===== config.mk =====
export PLATFORM = sky130hd
export DESIGN_NAME = multicycle_ctrl_flat
export DESIGN_NICKNAME = d
export VERILOG_FILES = /design/src/rtl/multicycle_ctrl_if.sv /design/src/rtl/multicycle_ctrl.sv /design/src/flat_wrapper.sv
export SDC_FILE = /design/constraint.sdc
export NUM_CORES = 1
export LEC_CHECK = 0
export ABC_AREA = 1
export ABC_CLOCK_PERIOD_IN_PS = 1750
export CAP_MARGIN = 20
export CELL_PAD_IN_SITES_DETAIL_PLACEMENT = 2
export CELL_PAD_IN_SITES_GLOBAL_PLACEMENT = 2
export CORE_MARGIN = 1
export CORE_UTILIZATION = 23
export CTS_CLUSTER_SIZE = 14
export DETAILED_ROUTE_END_ITERATION = 10
export GPL_TIMING_DRIVEN = 0
export HOLD_SLACK_MARGIN = 0.03
export PLACE_DENSITY = 0.82
export SETUP_SLACK_MARGIN = 0.2
export SLEW_MARGIN = 20
export SYNTH_ARGS = -nofsm -noshare
export SYNTH_HDL_FRONTEND = slang
export SYNTH_SLANG_ARGS = --single-unit

===== constraint.sdc =====
create_clock -name clk -period 1.75 [get_ports clk]
set_input_delay 0.4375 -clock clk [delete_from_list [all_inputs] [get_ports clk]]
set_output_delay 0.4375 -clock clk [all_outputs]
set_load 0.02 [all_outputs]

===== src/rtl/multicycle_ctrl_if.sv =====
`default_nettype none
// +--------------------------------------------------------------------------+
// | multicycle_ctrl_if : controller <-> datapath/memory signal bundle        |
// | Rev 1.0                                                                  |
// +--------------------------------------------------------------------------+
interface multicycle_ctrl_if #(
  parameter int OPW   = 6,
  parameter int FNW   = 6,
  parameter int CNT_W = 32
);
  logic [OPW-1:0]   opecode;
  logic [FNW-1:0]   funct;
  logic             zflag;
  logic             imem_ack;
  logic             dmem_ack;
  logic             imem_req;
  logic             dmem_req;
  logic             dmem_we;
  logic [FNW-1:0]   alu_func;
  logic             reorim;
  logic [1:0]       cp_type;
  logic             write_ir;
  logic             write_pc;
  logic             write_lr;
  logic             write_reg;
  logic             trap;
  logic [CNT_W-1:0] instret;

  modport master (
    input  opecode, funct, zflag, imem_ack, dmem_ack,
    output imem_req, dmem_req, dmem_we, alu_func, reorim, cp_type,
           write_ir, write_pc, write_lr, write_reg, trap, instret
  );

  modport slave (
    output opecode, funct, zflag, imem_ack, dmem_ack,
    input  imem_req, dmem_req, dmem_we, alu_func, reorim, cp_type,
           write_ir, write_pc, write_lr, write_reg, trap, instret
  );
endinterface
`default_nettype wire


===== src/rtl/multicycle_ctrl.sv =====
`default_nettype none
// +--------------------------------------------------------------------------+
// | multicycle_ctrl : IF/ID/EX/MEM/WB controller with decode and retire count |
// | Optional macro CTRL_ILLEGAL_TRAP_EN: unlisted opcodes trap (else NOP).   |
// | Rev 1.0                                                                  |
// +--------------------------------------------------------------------------+
module multicycle_ctrl #(
  parameter int OPW   = 6,
  parameter int FNW   = 6,
  parameter int CNT_W = 32
) (
  input  logic               clk,
  input  logic               rstn,
  multicycle_ctrl_if.master  bus
);

  localparam logic [OPW-1:0] OP_RTYPE = OPW'(6'b000000);
  localparam logic [OPW-1:0] OP_J     = OPW'(6'b000010);
  localparam logic [OPW-1:0] OP_JAL   = OPW'(6'b000011);
  localparam logic [OPW-1:0] OP_BEQ   = OPW'(6'b000100);
  localparam logic [OPW-1:0] OP_BNE   = OPW'(6'b000101);
  localparam logic [OPW-1:0] OP_ADDI  = OPW'(6'b001000);
  localparam logic [OPW-1:0] OP_SLTI  = OPW'(6'b001010);
  localparam logic [OPW-1:0] OP_ANDI  = OPW'(6'b001100);
  localparam logic [OPW-1:0] OP_ORI   = OPW'(6'b001101);
  localparam logic [OPW-1:0] OP_LW    = OPW'(6'b100011);
  localparam logic [OPW-1:0] OP_SW    = OPW'(6'b101011);
  localparam logic [OPW-1:0] OP_JREG  = OPW'(6'b111111);

  localparam logic [FNW-1:0] FN_JR    = FNW'(6'b001000);
  localparam logic [FNW-1:0] ALU_ADD  = FNW'(6'b100000);
  localparam logic [FNW-1:0] ALU_SUB  = FNW'(6'b100010);
  localparam logic [FNW-1:0] ALU_AND  = FNW'(6'b100100);
  localparam logic [FNW-1:0] ALU_OR   = FNW'(6'b100101);
  localparam logic [FNW-1:0] ALU_SLT  = FNW'(6'b101010);

  localparam logic [1:0] CP_NONE = 2'b00;
  localparam logic [1:0] CP_REG  = 2'b01;
  localparam logic [1:0] CP_ABS  = 2'b10;
  localparam logic [1:0] CP_BR   = 2'b11;

  typedef enum logic [2:0] {
    S_IF   = 3'd0,
    S_ID   = 3'd1,
    S_EX   = 3'd2,
    S_MEM  = 3'd3,
    S_WB   = 3'd4,
    S_TRAP = 3'd5
  } state_t;

  state_t           state_q, state_d;
  logic [CNT_W-1:0] instret_q, instret_d;

  logic [OPW-1:0] op;
  logic [FNW-1:0] fn;
  logic           is_rtype, is_lw, is_sw, is_jal, is_imm_alu, is_branch;
  logic           is_jr_r, is_alu, is_legal, enbranch;
  logic [FNW-1:0] alu_func_w;
  logic           reorim_w;
  logic [1:0]     cp_type_w;

  logic imem_req_w, dmem_req_w, dmem_we_w, trap_w;
  logic write_ir_w, write_pc_w, write_lr_w, write_reg_w;

  assign op = bus.opecode;
  assign fn = bus.funct;

  // Instruction decode: purely combinational on the latched opcode/funct.
  always_comb begin
    is_rtype   = (op == OP_RTYPE);
    is_lw      = (op == OP_LW);
    is_sw      = (op == OP_SW);
    is_jal     = (op == OP_JAL);
    is_branch  = (op == OP_BEQ) || (op == OP_BNE);
    is_imm_alu = (op == OP_ADDI) || (op == OP_ANDI) || (op == OP_ORI) || (op == OP_SLTI);
    is_jr_r    = is_rtype && (fn == FN_JR);
    is_alu     = (is_rtype && !is_jr_r) || is_imm_alu;
    is_legal   = is_rtype || is_imm_alu || is_branch || is_lw || is_sw ||
                 (op == OP_J) || is_jal || (op == OP_JREG);
    enbranch   = bus.zflag ^ op[0];

    alu_func_w = '0;
    if (is_rtype) begin
      alu_func_w = fn;
    end else if ((op == OP_ADDI) || is_lw || is_sw) begin
      alu_func_w = ALU_ADD;
    end else if (op == OP_ANDI) begin
      alu_func_w = ALU_AND;
    end else if (op == OP_ORI) begin
      alu_func_w = ALU_OR;
    end else if (op == OP_SLTI) begin
      alu_func_w = ALU_SLT;
    end else if (is_branch) begin
      alu_func_w = ALU_SUB;
    end

    reorim_w = is_imm_alu || is_branch || is_lw || is_sw;

    cp_type_w = CP_NONE;
    if ((op == OP_JREG) || is_jr_r) begin
      cp_type_w = CP_REG;
    end else if ((op == OP_J) || is_jal) begin
      cp_type_w = CP_ABS;
    end else if (is_branch) begin
      cp_type_w = CP_BR;
    end
  end

  always_ff @(posedge clk) begin
    if (!rstn) begin
      state_q   <= S_IF;
      instret_q <= '0;
    end else begin
      state_q   <= state_d;
      instret_q <= instret_d;
    end
  end

  // Sequencer: strobes are Mealy so they fire exactly once, on the ack or EX cycle.
  always_comb begin
    state_d     = state_q;
    instret_d   = instret_q;
    imem_req_w  = 1'b0;
    dmem_req_w  = 1'b0;
    dmem_we_w   = 1'b0;
    write_ir_w  = 1'b0;
    write_pc_w  = 1'b0;
    write_lr_w  = 1'b0;
    write_reg_w = 1'b0;
    trap_w      = 1'b0;

    case (state_q)
      S_IF: begin
        imem_req_w = 1'b1;
        if (bus.imem_ack) begin
          write_ir_w = 1'b1;
          write_pc_w = 1'b1;
          state_d    = S_ID;
        end
      end
      S_ID: begin
        state_d = S_EX;
      end
      S_EX: begin
        if (cp_type_w == CP_BR) begin
          write_pc_w = enbranch;
          state_d    = S_IF;
          instret_d  = instret_q + CNT_W'(1);
        end else if (cp_type_w != CP_NONE) begin
          write_pc_w = 1'b1;
          write_lr_w = is_jal;
          state_d    = S_IF;
          instret_d  = instret_q + CNT_W'(1);
        end else if (is_lw || is_sw) begin
          state_d = S_MEM;
        end else if (is_alu) begin
          state_d = S_WB;
        end else if (!is_legal) begin
`ifdef CTRL_ILLEGAL_TRAP_EN
          state_d = S_TRAP;
`else
          state_d   = S_IF;
          instret_d = instret_q + CNT_W'(1);
`endif
        end else begin
          state_d   = S_IF;
          instret_d = instret_q + CNT_W'(1);
        end
      end
      S_MEM: begin
        dmem_req_w = 1'b1;
        dmem_we_w  = is_sw;
        if (bus.dmem_ack) begin
          if (is_sw) begin
            state_d   = S_IF;
            instret_d = instret_q + CNT_W'(1);
          end else begin
            state_d = S_WB;
          end
        end
      end
      S_WB: begin
        write_reg_w = 1'b1;
        state_d     = S_IF;
        instret_d   = instret_q + CNT_W'(1);
      end
      S_TRAP: begin
`ifdef CTRL_ILLEGAL_TRAP_EN
        trap_w = 1'b1;
`else
        state_d = S_IF;
`endif
      end
      default: begin
        state_d = S_IF;
      end
    endcase
  end

  // Every output is forced low while reset is held, including the counter.
  assign bus.imem_req  = rstn & imem_req_w;
  assign bus.dmem_req  = rstn & dmem_req_w;
  assign bus.dmem_we   = rstn & dmem_we_w;
  assign bus.write_ir  = rstn & write_ir_w;
  assign bus.write_pc  = rstn & write_pc_w;
  assign bus.write_lr  = rstn & write_lr_w;
  assign bus.write_reg = rstn & write_reg_w;
  assign bus.trap      = rstn & trap_w;
  assign bus.reorim    = rstn & reorim_w;
  assign bus.alu_func  = rstn ? alu_func_w : '0;
  assign bus.cp_type   = rstn ? cp_type_w  : 2'b00;
  assign bus.instret   = rstn ? instret_q  : '0;

endmodule
`default_nettype wire


===== src/flat_wrapper.sv =====
// flat-port wrapper written by rule: the top's interface ports become plain ports
module multicycle_ctrl_flat 
#(
  parameter int OPW   = 6,
  parameter int FNW   = 6,
  parameter int CNT_W = 32
)
  (clk, rstn, bus_opecode, bus_funct, bus_zflag, bus_imem_ack, bus_dmem_ack, bus_imem_req, bus_dmem_req, bus_dmem_we, bus_alu_func, bus_reorim, bus_cp_type, bus_write_ir, bus_write_pc, bus_write_lr, bus_write_reg, bus_trap, bus_instret);
  multicycle_ctrl_if #(.OPW(OPW), .FNW(FNW), .CNT_W(CNT_W)) bus_i ();
  input  logic clk;
  input  logic rstn;
  input wire logic [$bits(bus_i.opecode)-1:0] bus_opecode;
  input wire logic [$bits(bus_i.funct)-1:0] bus_funct;
  input wire logic [$bits(bus_i.zflag)-1:0] bus_zflag;
  input wire logic [$bits(bus_i.imem_ack)-1:0] bus_imem_ack;
  input wire logic [$bits(bus_i.dmem_ack)-1:0] bus_dmem_ack;
  output wire logic [$bits(bus_i.imem_req)-1:0] bus_imem_req;
  output wire logic [$bits(bus_i.dmem_req)-1:0] bus_dmem_req;
  output wire logic [$bits(bus_i.dmem_we)-1:0] bus_dmem_we;
  output wire logic [$bits(bus_i.alu_func)-1:0] bus_alu_func;
  output wire logic [$bits(bus_i.reorim)-1:0] bus_reorim;
  output wire logic [$bits(bus_i.cp_type)-1:0] bus_cp_type;
  output wire logic [$bits(bus_i.write_ir)-1:0] bus_write_ir;
  output wire logic [$bits(bus_i.write_pc)-1:0] bus_write_pc;
  output wire logic [$bits(bus_i.write_lr)-1:0] bus_write_lr;
  output wire logic [$bits(bus_i.write_reg)-1:0] bus_write_reg;
  output wire logic [$bits(bus_i.trap)-1:0] bus_trap;
  output wire logic [$bits(bus_i.instret)-1:0] bus_instret;
  assign bus_i.opecode = bus_opecode;
  assign bus_i.funct = bus_funct;
  assign bus_i.zflag = bus_zflag;
  assign bus_i.imem_ack = bus_imem_ack;
  assign bus_i.dmem_ack = bus_dmem_ack;
  assign bus_imem_req = bus_i.imem_req;
  assign bus_dmem_req = bus_i.dmem_req;
  assign bus_dmem_we = bus_i.dmem_we;
  assign bus_alu_func = bus_i.alu_func;
  assign bus_reorim = bus_i.reorim;
  assign bus_cp_type = bus_i.cp_type;
  assign bus_write_ir = bus_i.write_ir;
  assign bus_write_pc = bus_i.write_pc;
  assign bus_write_lr = bus_i.write_lr;
  assign bus_write_reg = bus_i.write_reg;
  assign bus_trap = bus_i.trap;
  assign bus_instret = bus_i.instret;
  multicycle_ctrl #(.OPW(OPW), .FNW(FNW), .CNT_W(CNT_W)) u_core (.clk(clk), .rstn(rstn), .bus(bus_i));
endmodule

==> results of run 1 <==
[power breakdown]
part	internal [uW]	switching (uW)	leakage (uW)	total (uW)
clock network	528	391	0.0000679	920
logic	325	444	0.00189	768
registers	807	25.0	0.000294	832
total	1660	860	0.00225	2520
[cells by family (layout without fill, tap and decap cells)]
family	count (synthesis)	count (layout)	share of synthesized area [%]
DFF	35	35	23.84
xor gates and xnor gates	16	16	4.768
adders and majority gates	1	1	0.4256
and+or+nand+nor	340	340	48.40
other	1	2	0.1276
AOI/OAI and AO/OA	46	46	8.430
buffers and inverters	98	206	14.01
[sequential cells by signal (all words and copies together), names as in the netlist]
| signal | count |
|---|---|
| u_core.state_q | 3 |
| u_core.instret_q | 32 |
[synthesized netlist by cell type (3+ instances only)]
cell	count
nand2_1	194
inv_1	76
nor2_1	71
nand3_1	57
a21oi_1	40
dfxtp_1	35
xor2_1	11
clkbuf_1	9
buf_2	5
xnor2_1	5
buf_4	4
nor3_1	4
buf_6	3
nor2_4	3
[worst max path at each step]
stage                    from  slack [ns]         endpoint
2_1_floorplan  bus_opecode[5]        0.09     bus_write_pc
3_3_place_gp   bus_opecode[4]       -1.18     bus_write_pc
3_5_place_dp   bus_opecode[2]       -1.21     bus_write_pc
4_1_cts        bus_opecode[4]       -0.16  bus_alu_func[1]
5_1_grt        bus_opecode[0]       -0.38       bus_reorim
6_report       bus_opecode[0]       -0.37       bus_reorim
[per-layer routing]
layer	track usage (%)	part of all wire, %
met5	0	0
met2	41.49	53
met4	9.437	7.0
met3	2.267	4.1
met1	23.79	36
[metrics by stage]
stage / area [um^2] / cells / hold slack, ns / total power, uW
after CTS: 4284 / 792 / 0.4460 / 2160
after global routing: 5192 / 814 / 0.4896 / 2572
after global placement: 3874 / 768 / 0.4796 / 1192
after detailed placement: 3874 / 768 / 0.5017 / 1211
final: 5192 / 814 / 0.4757 / 2520
after floorplan: 3033 / 537 / 0.4655 / 1060
[area by class of cell]
cell class / instances / area, um^2
Fill cell: 1459 / 7019
Multi-Input combinational cell: 404 / 2614
Timing Repair Buffer: 100 / 909.6
Sequential cell: 35 / 737.0
Inverter: 77 / 296.5
Buffer: 21 / 285.3
Tap cell: 168 / 210.2
Clock buffer: 7 / 132.6
Clock inverter: 1 / 5.005
Antenna cell: 1 / 2.502
[worst max-delay path: cells and delay by family]
| kind | cells | cell delay, ns |
|---|---|---|
| buffers and inverters | 3 | 0.44 |
| and+or+nand+nor | 5 | 0.79 |
[what timing repair did]
action                                 in CTS  in global routing
resized for setup                         335                215
setup endpoints to repair                  83                 62
cloned                                      0                  6
endpoints found under the hold margin       0                  0
setup buffers                              16                 15
pin swaps                                  22                 30
==> flow_metrics.tcl, run 1 <==
set metrics [dict create \
    finish.utilization_pct 42.52 \
    synth_area_leaders "nand2_1, dfxtp_1, nand3_1" \
    syn_nets 555 \
    fp.dieW_um 115.0 \
    grt_pass1_vias 4254 \
    ys_seq_area_share_pct 23.84 \
    r2r-end "u_core.instret_q[26]" \
    cts_hold_buf 0 \
    via_per_inst 5.122 \
    wl_per_cell_um 23.52 \
    slew-limit-headroom_pct 40.96 \
    ant_nets 0 \
    cp_cell_sequence "buf_4, inv_1, nand3_1, nand2_2, nand2_2, nor3b_4, nor2_1, buf_4" \
    drv_cap 0 \
    hold_start "rstn" \
    ys_warn_count 0 \
    vias 4169 \
    cts_max_level 2 \
    clk_path_buf_depth 2 \
    dieArea_um2 13230 \
    crit_fanout 5 \
    max_stage_delay_ns 0.37 \
    drive_above_1_share_pct 44.50 \
    required_ns 1.31 \
    portBuffers 63 \
    setup_tns_ns -9.276 \
    r2r_cells 11 \
    dp_slack_ns -1.211 \
    synth_top_area_share_pct 24.78 \
    final_common_cell "nand2_1" \
    hold_class "in -> reg" \
    tightestPinTransition_ns 0.8857 \
    row_count 40 \
    gr-total-overflow 0 \
    worstSetupEndpointType "output pin" \
    worst-r2r-setup-slack_ns -0.25 \
    powerDensity_nw_per_um2 485.3 \
    period_minus_slack_ns 2.116 \
    critPathArrivalTime_ns 1.68 \
    final.period_utilization_pct 120.9 \
    syn-cell-area_um2 2939 \
    ir_worst_vdd_mv 0.2825 \
    final_nets 662 \
    ys.flop_type "dfxtp_1" \
    clock.fmax_mhz 472.6 \
    grt_max_degree 11 \
    die_y_um 115.0 \
    start_util_pct 24.07 \
    synth-async-reset-ratio_pct 0 \
    cts_buffers 5 \
    hold_viol_final 0 \
    violations "negative setup slack" \
    fin_ws_ns -0.3661 \
    place.gp.congestion 0.8708 \
    hold_end "u_core.state_q[1]" \
    post_synth_num_cell_types 30 \
    clk_pin_slew_ns 0.06 \
    netlist_instances 537 \
    grt_pass1_wl_mm 22.11 \
    synth-edff-count 0 \
    hold_depth 3 \
    clk_latency_ns 0.29 \
    cts_sinks 35 \
    wl_mm 19.15 \
    run_status "finished with violations" \
    areaGrowthSynthToFinish_pct 76.67 \
    ys_seq_elements 35 \
    first_iter_violations 184 \
    root_buffer "clkbuf_16" \
    leakage_uw 0.002250 \
    tritoncts "built" \
    io_pins 66 \
    skew_ns 0.008137 \
    worstReg2RegStart "u_core.state_q[0]" \
    drv_slew 0 \
    core_um2 12210 \
    rsz0062_at_grt "true" \
    drc 0 \
    avgSynthCellArea_um2 5.473 \
    antenna_found_initial 1 \
    grt_usage_pct 21.58 \
    drtPass1Iterations 4 \
    startpoint_type "primary input" \
    slowest_stage "nor3b_4" \
    crit_type "in -> out" \
    finalSetupViolCount 43 \
    synth_largest_area_cell "nand2_1" \
    hpwl_mm 9.471 \
    layout_common_cells "nand2_1, inv_1, nor2_1" \
]
No activity file was read; power rests on OpenSTA's default activity.
==> inputs of run 2 (changes only) <==
Settings changed: SLEW_MARGIN 20 to unset.
==> results of run 2 <==
No change in the layout: final DEF, timing and power equal those of run 1.
